<file path="config.mk">
export PLATFORM = sky130hd
export DESIGN_NAME = sort_readout
export DESIGN_NICKNAME = d
export VERILOG_FILES = /design/src/rtl/sort_readout.sv
export SDC_FILE = /design/constraint.sdc
export NUM_CORES = 1
export LEC_CHECK = 0
export CAP_MARGIN = 30
export CORE_MARGIN = 1
export CORE_UTILIZATION = 45
export DETAILED_ROUTE_END_ITERATION = 8
export DONT_BUFFER_PORTS = 1
export PLACE_DENSITY = 0.69
export SYNTH_ARGS = -nofsm -noshare
export SYNTH_HDL_FRONTEND = slang
export SYNTH_SLANG_ARGS = --single-unit
</file>
<file path="constraint.sdc">
create_clock -name clk -period 1.9 [get_ports clk]
set_input_delay 0.38 -clock clk [delete_from_list [all_inputs] [get_ports clk]]
set_output_delay 0.38 -clock clk [all_outputs]
set_load 0.05 [all_outputs]
</file>
<file path="src/rtl/sort_readout.sv">
// sort_readout -- streams a sorted memory out as a ready/valid element stream.
//
// When the sort controller reports done, the block reads addresses
// 0..DEPTH-1 from a synchronous-read memory once, buffers the returned data in
// a 2-entry FIFO and presents it on a ready/valid output with a last marker.
// One stream is produced per sort: sort_done must drop while idle before a
// new stream can start.
//
// Optional feature (compile-time macro READOUT_ORDER_CHECK_EN): unsigned
// check that the streamed elements are non-decreasing. A violation sets the
// sticky order_err flag. Without the macro, order_err is tied to 0.
//
// Ports:
//   clk, rst_n   - clock (rising edge), asynchronous active-low reset
//   sort_done    - level from the sort controller
//   rd_en        - memory read strobe, rd_addr - memory read address
//   rd_data      - memory read data, valid the cycle after rd_en
//   out_data     - streamed element, out_valid - element present
//   out_ready    - consumer accepts, out_last - element DEPTH-1
//   busy         - stream in progress, stream_done - one-cycle end pulse
//   order_err    - sticky ordering-violation flag
module sort_readout #(
  parameter int DATA_W = 8,
  parameter int DEPTH  = 8,
  parameter int ADDR_W = 3
) (
  input  logic              clk,
  input  logic              rst_n,
  input  logic              sort_done,
  output logic              rd_en,
  output logic [ADDR_W-1:0] rd_addr,
  input  logic [DATA_W-1:0] rd_data,
  output logic [DATA_W-1:0] out_data,
  output logic              out_valid,
  input  logic              out_ready,
  output logic              out_last,
  output logic              busy,
  output logic              stream_done,
  output logic              order_err
);

  localparam int CNT_W = $clog2(DEPTH + 1);
  localparam logic [CNT_W-1:0] DEPTH_C = CNT_W'(DEPTH);
  localparam logic [CNT_W-1:0] LAST_C  = CNT_W'(DEPTH - 1);

  localparam logic [1:0] IDLE = 2'd0;
  localparam logic [1:0] RUN  = 2'd1;
  localparam logic [1:0] CPLT = 2'd2;

  logic [1:0]        state_r;
  logic              armed_r;
  logic [CNT_W-1:0]  issue_cnt_r;
  logic [CNT_W-1:0]  out_cnt_r;
  logic [ADDR_W-1:0] issue_addr_r;
  logic              inflight_r;
  logic [DATA_W-1:0] fifo_mem_r [2];
  logic              wr_ptr_r;
  logic              rd_ptr_r;
  logic [1:0]        fifo_cnt_r;

  logic       start_s;
  logic       pop_s;
  logic       push_s;
  logic       issue_s;
  logic       last_xfer_s;
  logic [1:0] occ_s;

  // Stream-control decodes derived from the registered state
  always_comb begin
    start_s     = 1'b0;
    issue_s     = 1'b0;
    pop_s       = (fifo_cnt_r != 2'd0) && out_ready;
    push_s      = inflight_r;
    // Slots that will be held after this cycle: the element leaving now frees
    // its slot in time for a new read, which keeps full rate with 2 entries.
    occ_s       = fifo_cnt_r + {1'b0, inflight_r} - {1'b0, pop_s};
    last_xfer_s = pop_s && (out_cnt_r == LAST_C);
    if ((state_r == IDLE) && armed_r && sort_done) begin
      start_s = 1'b1;
    end else begin
      start_s = 1'b0;
    end
    if ((state_r == RUN) && (issue_cnt_r < DEPTH_C) && (occ_s < 2'd2)) begin
      issue_s = 1'b1;
    end else begin
      issue_s = 1'b0;
    end
  end

  // Control FSM and the one-stream-per-sort arming flag
  always_ff @(posedge clk or negedge rst_n) begin
    if (!rst_n) begin
      state_r <= IDLE;
      armed_r <= 1'b1;
    end else begin
      case (state_r)
        IDLE: begin
          if (start_s) begin
            state_r <= RUN;
            armed_r <= 1'b0;
          end else if (!sort_done) begin
            armed_r <= 1'b1;
          end
        end
        RUN: begin
          if (last_xfer_s) begin
            state_r <= CPLT;
          end
        end
        CPLT:    state_r <= IDLE;
        default: state_r <= IDLE;
      endcase
    end
  end

  // Read-issue address/count, output transfer count and read-in-flight flag
  always_ff @(posedge clk or negedge rst_n) begin
    if (!rst_n) begin
      issue_cnt_r  <= {CNT_W{1'b0}};
      issue_addr_r <= {ADDR_W{1'b0}};
      out_cnt_r    <= {CNT_W{1'b0}};
      inflight_r   <= 1'b0;
    end else begin
      inflight_r <= issue_s;
      if (start_s) begin
        issue_cnt_r  <= {CNT_W{1'b0}};
        issue_addr_r <= {ADDR_W{1'b0}};
        out_cnt_r    <= {CNT_W{1'b0}};
      end else begin
        if (issue_s) begin
          issue_cnt_r  <= issue_cnt_r + CNT_W'(1);
          issue_addr_r <= issue_addr_r + ADDR_W'(1);
        end
        if (pop_s) begin
          out_cnt_r <= out_cnt_r + CNT_W'(1);
        end
      end
    end
  end

  // Two-entry FIFO capturing memory data one cycle after each read strobe
  always_ff @(posedge clk or negedge rst_n) begin
    if (!rst_n) begin
      fifo_mem_r[0] <= {DATA_W{1'b0}};
      fifo_mem_r[1] <= {DATA_W{1'b0}};
      wr_ptr_r      <= 1'b0;
      rd_ptr_r      <= 1'b0;
      fifo_cnt_r    <= 2'd0;
    end else begin
      if (push_s) begin
        fifo_mem_r[wr_ptr_r] <= rd_data;
        wr_ptr_r             <= ~wr_ptr_r;
      end
      if (pop_s) begin
        rd_ptr_r <= ~rd_ptr_r;
      end
      case ({push_s, pop_s})
        2'b10:   fifo_cnt_r <= fifo_cnt_r + 2'd1;
        2'b01:   fifo_cnt_r <= fifo_cnt_r - 2'd1;
        default: fifo_cnt_r <= fifo_cnt_r;
      endcase
    end
  end

  assign rd_en       = issue_s;
  assign rd_addr     = issue_addr_r;
  assign out_valid   = (fifo_cnt_r != 2'd0);
  assign out_data    = fifo_mem_r[rd_ptr_r];
  assign out_last    = out_valid && (out_cnt_r == LAST_C);
  assign busy        = (state_r == RUN);
  assign stream_done = (state_r == CPLT);

`ifdef READOUT_ORDER_CHECK_EN
  logic [DATA_W-1:0] prev_r;
  logic              order_err_r;

  // Sticky check that each element after the first is not below its predecessor
  always_ff @(posedge clk or negedge rst_n) begin
    if (!rst_n) begin
      prev_r      <= {DATA_W{1'b0}};
      order_err_r <= 1'b0;
    end else if (pop_s) begin
      prev_r <= out_data;
      if ((out_cnt_r != {CNT_W{1'b0}}) && (out_data < prev_r)) begin
        order_err_r <= 1'b1;
      end
    end
  end

  assign order_err = order_err_r;
`else
  assign order_err = 1'b0;
`endif

endmodule

</file>
Word level (Yosys, flattened, before mapping) --
Cells that the tools add are included.
Storage, ports and cells: bits in registers 35, word-level logic and storage cells 70
Operators by class: add/sub/neg operators 7, order comparisons 5, equality and inequality tests 8, muxes and demuxes 20, bitwise operators 4, reductions and logical operators 15
Operator list (count):
- two-way mux 8 bit | 4
- bitwise mux 16 bit | 1
- two-way mux 4 bit | 4
- adder 4 x 1 -> 4 bit, second input constant | 2
- demux 8 bit (select 1 bit) | 1
- logical AND 1 bit | 8
- one-hot mux 2 bit (2 select lines) | 2
- nonzero test 2 bit | 4
- two-way mux 3 bit | 2
- equality test 2 x 1 -> 1 bit, second input constant | 2
- equality test 2 bit, second input constant | 2
- equality test 4 x 3 -> 1 bit, second input constant | 1
- >= comparator 2 bit, second input constant | 2
- < comparator 4 bit, second input constant | 1
- two-way mux 1 bit | 4
- two-way mux 2 bit | 2
- != test 2 x 1 -> 1 bit, second input constant | 2
- inverter 1 -> 2 bit | 2
- AND reduction 2 bit | 2
- adder 3 x 1 -> 3 bit, second input constant | 1
- adder 2 x 1 -> 2 bit | 1
- adder 2 x 1 -> 2 bit, second input constant | 1
- zero test 2 bit | 1
- < comparator 2 x 1 -> 1 bit, second input constant | 1
- 5 further kinds | 6

Depth between registers and ports, before layout --
Gate-level depths: netlist of the first run.
depth after elaboration 8, depth in mapped cells 5, depth with buffers taken out 5

Least setup slack after synthesis of the first run --
OpenSTA, ideal clock, no wires.
kind reg2reg, start point register fifo_cnt_r[1], end point register state_r[0], setup time 0.118 ns, arrival time 1.776 ns, slack 0.006 ns, cell stages (with the launch flop) 5, period minus slack after synthesis 1.894 ns, cell sequence dfrtp_1 or2_1 and4b_1 nand2_1 a21o_1
Between the ends: word-level cells in the longest chain between the ends 5
Ends and longest elaborated chain:
- start: declaration | line 59 | logic [1:0] fifo_cnt_r;
- start signal: assignment | line 158 | 2'b10: fifo_cnt_r <= fifo_cnt_r + 2'd1;
- start signal: assignment | line 159 | 2'b01: fifo_cnt_r <= fifo_cnt_r - 2'd1;
- start signal: assignment | line 160 | default: fifo_cnt_r <= fifo_cnt_r;
- nonzero test 2 bit
- named net out_valid | line 34 | output logic out_valid,
- logical AND 1 bit | line 72 | pop_s = (fifo_cnt_r != 2'd0) && out_ready;
- logical AND 1 bit | line 77 | last_xfer_s = pop_s && (out_cnt_r == LAST_C);
- != test 2 x 1 -> 1 bit (no line)
- AND reduction 2 bit (no line)
- end signal: assignment | line 93 | state_r <= IDLE;
- end signal: assignment | line 99 | state_r <= RUN;
- end signal: assignment | line 107 | state_r <= CPLT;
- end: declaration | line 50 | logic [1:0] state_r;
The timed path passes the listed nets, and every way through them passes these cells. A chain may end at the register's enable or synchronous reset.

Worst setup path in the final report of the first run --
start point register fifo_cnt_r[0], end point output port rd_en
Between the ends: word-level cells in the longest chain between the ends 6
Ends and longest elaborated chain:
- branches (longest 2 deep; another with adder 2 x 1 -> 2 bit)
- subtractor 2 x 1 -> 2 bit * | line 76 | occ_s = fifo_cnt_r + {1'b0, inflight_r} - {1'b0, pop_s};
- < comparator 2 bit * | line 83 | if ((state_r == RUN) && (issue_cnt_r < DEPTH_C) && (occ_s < 2'd2)) begin
- logical AND 1 bit * | line 83
- two-way mux 1 bit * | line 83
- end: declaration | line 30 | output logic rd_en,
Every way passes the cells marked *.

==> run summary, run 1 <==
The first detailed-routing pass ran for 4 iterations. The kind of end point of the critical path is an output port. The area growth from synthesis to layout came out at 15.13%.

The worst hold path terminates at armed_r. The setup slack on the worst flop-to-flop path came out at ~0.39 ns. The sequential element share of the synthesized area came out at between 50% and 60%. For this design, the sink count on the clock tree is 35. Yosys printed 0 warnings.

In this run, synthesis inferred 0 flip-flops with an integrated enable. TritonCTS built the clock tree. Synthesis instantiated 33 different standard cells from the library.

After layout, the minimum clock period comes to ~1.9 ns. sky130_fd_sc_hd__dfrtp_1 is the most common cell in the netlist. Routability-driven placement finished with a final weighted congestion of between 0.7 and 0.8. The worst hold path belongs to the class in -> reg. After detailed routing, the average wire length per cell comes to ~14 um. The maximum achievable frequency is between 500 and 600 MHz.

The post-placement worst setup slack is approximately 0.22 ns. The netlist area before placement came out at 1604 um2. In this run the horizontal extent of the chip is 61.71 um. The fraction of synthesis flops using an asynchronous set or reset pin came out at 100.0%.

Setup repair after global routing could not meet its margin everywhere. Counting instances, the worst hold path has a depth of 1. The required time at the worst-slack endpoint is between 1.5 and 2 ns. The number of port buffers came out at 0. The cell depth of the worst flop-to-flop path is 3. The flow ran to the end, and the final reports show no timing, DRC or antenna violations.

By area the synthesized netlist is led by sky130_fd_sc_hd__dfrtp_1 (53%), sky130_fd_sc_hd__mux2_2 (17%), sky130_fd_sc_hd__mux2i_1 (3.7%). The placed wire-length estimate is between 1.5 and 2 mm. The number of antenna cells inserted is 0. Counting the buffers created by CTS gives 5. The final routed DRC violation total came out at 0. By startpoint and endpoint, the worst setup path is classified as reg -> out. The first-pass GRT wire length is between 4 and 5 mm.

The post-layout worst setup margin came out at roughly 0.02 ns. The number of cells produced by synthesis is 130. The remaining antenna violation count is 0.

The count of standard-cell rows is 21. The average instance in the mapped netlist occupies 12.34 um2. The final wirelength came out at approximately 2.7 mm.

The net count after synthesis came out at 145. The layout filler cell count is roughly 300. The area of the core region is roughly 3400 um2. The synthesized design contains 35 register bits. The highest fanout seen on the critical path is 4. The latest clock arrival within the worst-skew pair is 0.33 ns.

No sink is reached through more buffers than the 2 on the longest clock path. The maximum number of pins on one net before global-route repair is 36. After the first detailed-routing iteration, the DRC count stood at 17. The number of max-cap violations came out at 0. The number of global-route vias before repair was 1001.

At the pin with the least slew margin, the transition time is about 0.53 ns. After layout, the worst path uses 98.95% of the clock period. In the routed layout, each cell is associated on average with a via count of ~5.2. The root buffer cell chosen for the clock tree is sky130_fd_sc_hd__clkbuf_4. After clock tree synthesis, the clock-pin slew on the worst setup and hold paths is 0.09 ns.

The initial core utilization is about 48%. By count the netlist is led by sky130_fd_sc_hd__dfrtp_1 (34), sky130_fd_sc_hd__mux2_2 (24), sky130_fd_sc_hd__nand2_1 (13). The startpoint identified for the worst register-to-register timing path is inflight_r. The terminus of the critical flop-to-flop path is fifo_mem_r[9]. STA classifies the critical path startpoint as a flop. The deepest level of the CTS H-tree came out at 2. The initial antenna violation count is 0. The fraction of layout instances using a drive strength above 1 came out at 35.42%. The overall routing resource usage is between 15 and 20%. The number of primary I/O pins came out at 29.

The cell type contributing the most total cell area after synthesis is sky130_fd_sc_hd__dfrtp_1. Setup violations remaining at the end of the flow were counted as 0. The arrival time reported for the critical path endpoint came out at 1.50 ns. Measured along the y axis, the die boundary spans a little over 60 um.

The number of hold violations in the final report came out at 0. The most used flip-flop cell after synthesis is sky130_fd_sc_hd__dfrtp_1. The global-route congestion overflow total came out at 0. The number of pins with negative max-slew slack in the final report was 0.

The number of nets in the final layout is ~160. The portion of synthesized cell area occupied by the leading cell type is a little over half. The detailed-route via count came out at 980. The startpoint identified for the worst hold timing path is sort_done.

The worst-case headroom to the max-slew limit came out at between 60% and 70%. The clock tree skew after final layout is 0.004537 ns. The area of the die is about 3800 um2.
per-layer routing:
metal	vias to the layer above	GRT usage (%)	share of wire, %
li1	466	-	-
met1	480	17.99	41
met2	27	26.57	49
met3	7	4.555	7.0
met4	0	10.48	2.4
met5	-	0	0
worst max path at each step:
stage / from / end / slack [ns] / depth (start not counted)
after floorplan: fifo_cnt_r[1] / state_r[0] / 0.006 / 4
after CTS: fifo_cnt_r[0] / rd_en / -0.01 / 5
final: fifo_cnt_r[0] / rd_en / 0.02 / 5
after detailed placement: fifo_cnt_r[0] / rd_en / 0.22 / 5
after global routing: fifo_cnt_r[0] / rd_en / -0.06 / 5
after global placement: fifo_cnt_r[0] / rd_en / 0.29 / 5
worst max-delay path: stages (launching register included):
cell and delay [ns]:
sky130_fd_sc_hd__dfrtp_1 0.39, sky130_fd_sc_hd__nor2b_4 0.21, sky130_fd_sc_hd__mux2i_4 0.28, sky130_fd_sc_hd__o21ai_4 0.08
sky130_fd_sc_hd__inv_2 0.08, sky130_fd_sc_hd__buf_12 0.13
state kept, by name, indices dropped and copies added, names as in the netlist:
| signal | cells |
|---|---|
| armed_r | 1 |
| fifo_cnt_r | 2 |
| fifo_mem_r | 16 |
| inflight_r | 1 |
| issue_cnt_r | 4 |
| out_cnt_r | 4 |
| rd_addr | 3 |
| rd_ptr_r | 1 |
| state_r | 2 |
| wr_ptr_r | 1 |
kinds of logic (layout without fill, tap and decap cells):
kind of cell               Yosys count  in the layout  synth area share [%]
muxes                               31             31                 21.45
and+or+nand+nor                     33             33                 10.30
DFF                                 35             35                 54.68
xor gates and xnor gates             6              6                 3.276
adders and majority gates            3              3                 2.340
other                                1              1                0.2338
buffers and inverters               10             24                 2.731
AOI/OAI and AO/OA                   11             11                 4.992
layout make-up:
class	instances	area [um2]	share of cell area (%)
Inverter	5	18.77	1.016
Clock buffer	6	51.30	2.778
Sequential cell	35	879.6	47.63
Tap cell	46	57.56	3.117
Timing Repair Buffer	12	130.1	7.046
Multi-Input combinational cell	85	704.4	38.14
Clock inverter	1	5.005	0.2710
timing repair:
| item | in CTS | in global routing |
|---|---|---|
| hold endpoints to repair | 35 | 0 |
| hold buffers | 2 | 0 |
| cloned | 0 | 0 |
| buffers inserted | 3 | 0 |
| gates resized for setup | 4 | 2 |
| endpoints found under the setup margin | 1 | 4 |
| pin swaps | 1 | 1 |
metrics by stage:
step / setup TNS (ns) / utilization (%) / cell area, um2 / cells / hold WS (ns)
global route: -0.08239 / 54.91 / 1847 / 190 / 0.06658
finish: 0 / 54.91 / 1847 / 190 / 0.08497
detailed placement: 0 / 50.97 / 1714 / 178 / 0.08535
CTS: -0.01425 / 54.84 / 1844 / 190 / 0.07799
global placement: 0 / 50.97 / 1714 / 178 / 0.08565
floorplan: 0 / - / 1604 / 130 / 0.08441
placed cells by master (no fill, tap or decap), drive strengths merged:
master	Yosys	routed
dfstp	1	1
and2b	1	1
o21ai	2	2
xnor2	2	2
or2	1	1
nand2b	2	2
and4	1	1
xor2	4	4
clkbuf	2	6
nand3	1	1
dlygate4sd3	0	1
o21a	1	1
mux2	24	24
nor2	8	8
o211ai	2	2
conb	1	1
a21o	1	1
inv	5	5
nor2b	3	3
ha	3	3
nand4	1	1
dfrtp	34	34
mux2i	7	7
buf	3	11
and3	1	1
clkinv	0	1
a21oi	5	5
and4b	1	1
nand2	13	13
Power of run 1 is not shown: default switching activity piles up to over one toggle a cycle in this logic, so the estimate is an artifact.
==> run 2, diff against run 1 <==
==> config.mk (replaced) <==
export PLATFORM = sky130hd
export DESIGN_NAME = sort_readout
export DESIGN_NICKNAME = d
export VERILOG_FILES = /design/src/rtl/sort_readout.sv
export SDC_FILE = /design/constraint.sdc
export NUM_CORES = 1
export LEC_CHECK = 0
export CORE_MARGIN = 1
export CORE_UTILIZATION = 55
export DETAILED_ROUTE_END_ITERATION = 8
export DONT_BUFFER_PORTS = 1
export PLACE_DENSITY = 0.79
export SYNTH_ARGS = -nofsm -noshare
export SYNTH_HDL_FRONTEND = slang
export SYNTH_SLANG_ARGS = --single-unit
==> run summary, run 2 (synthesis gave the netlist of run 1 again) <==
The flow ran to the end, and the final reports show no timing, DRC or antenna violations. The routed wire length per instance is 15.36 um (+9.7%). Setup repair after global routing could not meet its margin everywhere. The number of max-cap violations came out at 0 (unchanged). The height of the die came out at 56.01 um (-9.2%). The number of placed instances, taps included came out at 163 (-8.4%). The highest fanout seen on the critical path came out at 4 (unchanged). The deepest level of the CTS H-tree came out at 2 (unchanged).

Traced cell by cell, the critical path runs through buf_4 -> or2_1 -> and4b_1 -> buf_12. The first-pass GRT wire length came out at 4.457 mm (+6.2%). The initial core utilization came out at 58.17% (+10 points). The worst setup path endpoint is out_last.

The tree is rooted in a sky130_fd_sc_hd__clkbuf_4. The slowest stage of the critical path belongs to the cell sky130_fd_sc_hd__dfrtp_1. The total setup violations reported at the end of the flow is 0 (unchanged). The count of standard-cell rows is 19 (-9.5%). The largest registers in the layout are fifo_mem_r: 16 flops, issue_cnt_r: 4 flops, out_cnt_r: 4 flops. In this run the worst hold path is classified as in -> reg.

The endpoint identified for the worst register-to-register timing path is issue_cnt_r[2]. The area growth from synthesis to layout is 13.81%. The cell area after layout came to 1826 um2 (-1.2%). The overall routing resource usage came to 18.86% (+2.9 points).

The measured slew at the worst slew-check pin came to 0.5323 ns (+0.0003368 ns). The area occupied by multi-input gates is 704.4 um2 (unchanged). The fraction of layout instances using a drive strength above 1 came out at 35.17% (-0.24 points). The detailed-route vias per instance is 5.540 (+7.4%). The maximum clock path buffer count is 2 (unchanged).

The worst setup path is of the reg -> out kind. The worst-case headroom to the max-slew limit came out at 64.51% (about the same). The number of hold violations in the final report is 0 (unchanged). In the layout the commonest cells are sky130_fd_sc_hd__dfrtp_1 (32), sky130_fd_sc_hd__mux2_2 (24), sky130_fd_sc_hd__nand2_1 (13).

The number of pins with negative max-slew slack in the final report came out at 0 (unchanged). The initial antenna violation count came out at 0 (unchanged). The area of the core region is 2758 um2 (-18%). The startpoint identified for the worst register-to-register timing path is fifo_cnt_r[0]. The worst setup path is launched from a flop. The total CTS buffers came out at 5 (unchanged). More flip-flops sit in one register than any other, and that register is fifo_mem_r. The number of nets in the final layout came to 159 (unchanged). The number of global-route vias before repair came out at 1018 (+1.7%). The path length in cells of the critical path is 4 (-1). The placement-stage cell area came to 1695 um2 (-1.1%). The maximum number of pins on one net before global-route repair came out at 36 (unchanged). The placed wire-length estimate came out at 1.883 mm (-1.5%).

The critical path starts at fifo_cnt_r[0]. The remaining antenna violation count is 0 (unchanged). The filler-free cell count of the finished design is 176 (-7.4%). The fraction of the core area covered by cells at the end of the flow came out at 66.20% (+11 points). The number of DRC markers in iteration 0 came to 11 (-6). The clock tree skew after final layout is 0.004398 ns (-0.0001392 ns).

The die boundary width was 56.01 um (-9.2%). The cell depth of the worst flop-to-flop path is 5 (+2). The number of flip-flops under the largest register name came out at 16 (unchanged).

The required time at the worst-slack endpoint came out at 1.52 ns (about the same). The area of the die is 3137 um2 (-18%). The kind of end point of the critical path is an output port. Broken down by cell family, the worst path's largest delay share belongs to simple AND/OR/NAND/NOR gates. The latest clock arrival within the worst-skew pair is 0.33 ns (about the same). The layout filler cell count is 222 (-26%).

The final period utilization is 99.00% (about the same). The number of port buffers was 0 (unchanged). The clock sink total came out at 35 (unchanged). The number of antenna cells inserted is 0 (unchanged). The clock slew seen by the registers of the worst setup and hold paths came to 0.10 ns (about the same).

The setup slack on the worst flop-to-flop path came out at 0.50 ns (+0.11 ns). The maximum achievable frequency came out at 531.7 MHz (about the same). The stage delay of the slowest cell on the critical path is 0.41 ns (+0.02 ns).

The global-route congestion overflow total is 0 (unchanged). The number of iterations in the first detailed-routing pass came to 4 (unchanged). The detailed-route via count is 975 (-0.51%).

The most common library cell in the layout ignoring fill and taps is sky130_fd_sc_hd__dfrtp_1. The final weighted congestion in routability-driven placement is 0.7348 (-6.3%). The final wirelength is 2.703 mm (+1.6%).

The arrival time reported for the critical path endpoint is 1.50 ns (about the same). The number of primary I/O pins is 29 (unchanged). The total buffers and inverters traversed by the critical path came out at 2 (unchanged).

TritonCTS built the clock tree. The post-layout minimum cycle time is 1.881 ns (+0.0008367 ns). The final routed DRC violation total came out at 0 (unchanged). The total area of sequential cells is 879.6 um2 (unchanged).
run 2: cell types whose count changed in the layout (fill, tap and decap cells not counted), sizes merged:
cell / previous run / this run
clkinvlp: 0 / 1
run 2: area by class of cell:
| cell class | instances | area share [%] |
|---|---|---|
| repair buffers | 12 | 7.128 |
| flip-flops and latches | 35 | 48.18 |
| clock buffers | 6 | 2.262 |
| inverters | 5 | 1.028 |
| clock inverters | 2 | 0.6854 |
| multi-input cells | 85 | 38.59 |
| well taps | 31 | 2.125 |
run 2: worst min path at each step:
stage	start	endpoint	slack (ns)	cells after the start
after floorplan	rst_n	fifo_cnt_r[0]	0.08	0
after global placement	rst_n	out_cnt_r[2]	0.09	0
after detailed placement	rst_n	out_cnt_r[2]	0.09	0
after CTS	sort_done	armed_r	0.08	1
after global routing	sort_done	armed_r	0.07	1
final	sort_done	armed_r	0.09	1
run 2: what timing repair did:
action                     in CTS  in global routing
pin swaps                       1                  2
resized for setup               4                  2
setup endpoints to repair       1                  2
gates cloned                    0                  0
buffers inserted                2                  1
hold endpoints to repair       35                  0
hold buffers                    2                  0
run 2: metrics by stage:
| stage | worst slack [ns] | setup TNS, ns | hold slack [ns] |
|---|---|---|---|
| global route | -0.02476 | -0.04403 | 0.07168 |
| finish | 0.01909 | 0 | 0.08656 |
| global placement | 0.3078 | 0 | 0.08541 |
| CTS | 0.01238 | 0 | 0.07631 |
| detailed placement | 0.2612 | 0 | 0.08550 |
| floorplan | 0.005709 | 0 | 0.08441 |
run 2: metal layers:
layer | GRT usage, % | up-vias | part of all wire (%)
li1 | - | 468 | -
met1 | 21.79 | 486 | 40
met2 | 31.80 | 16 | 53
met3 | 6.977 | 5 | 4.6
met4 | 7.317 | 0 | 1.7
met5 | 0 | - | 0
run 2: worst reg2reg max path: cells and delay by family (launching register included):
family	cells	cell delay, ns
muxes	2	0.40
DFF	1	0.41
buffers and inverters	1	0.15
and+or+nand+nor	1	0.15
AOI/OAI and AO/OA	1	0.22
Power of run 2 is left out for the same reason.
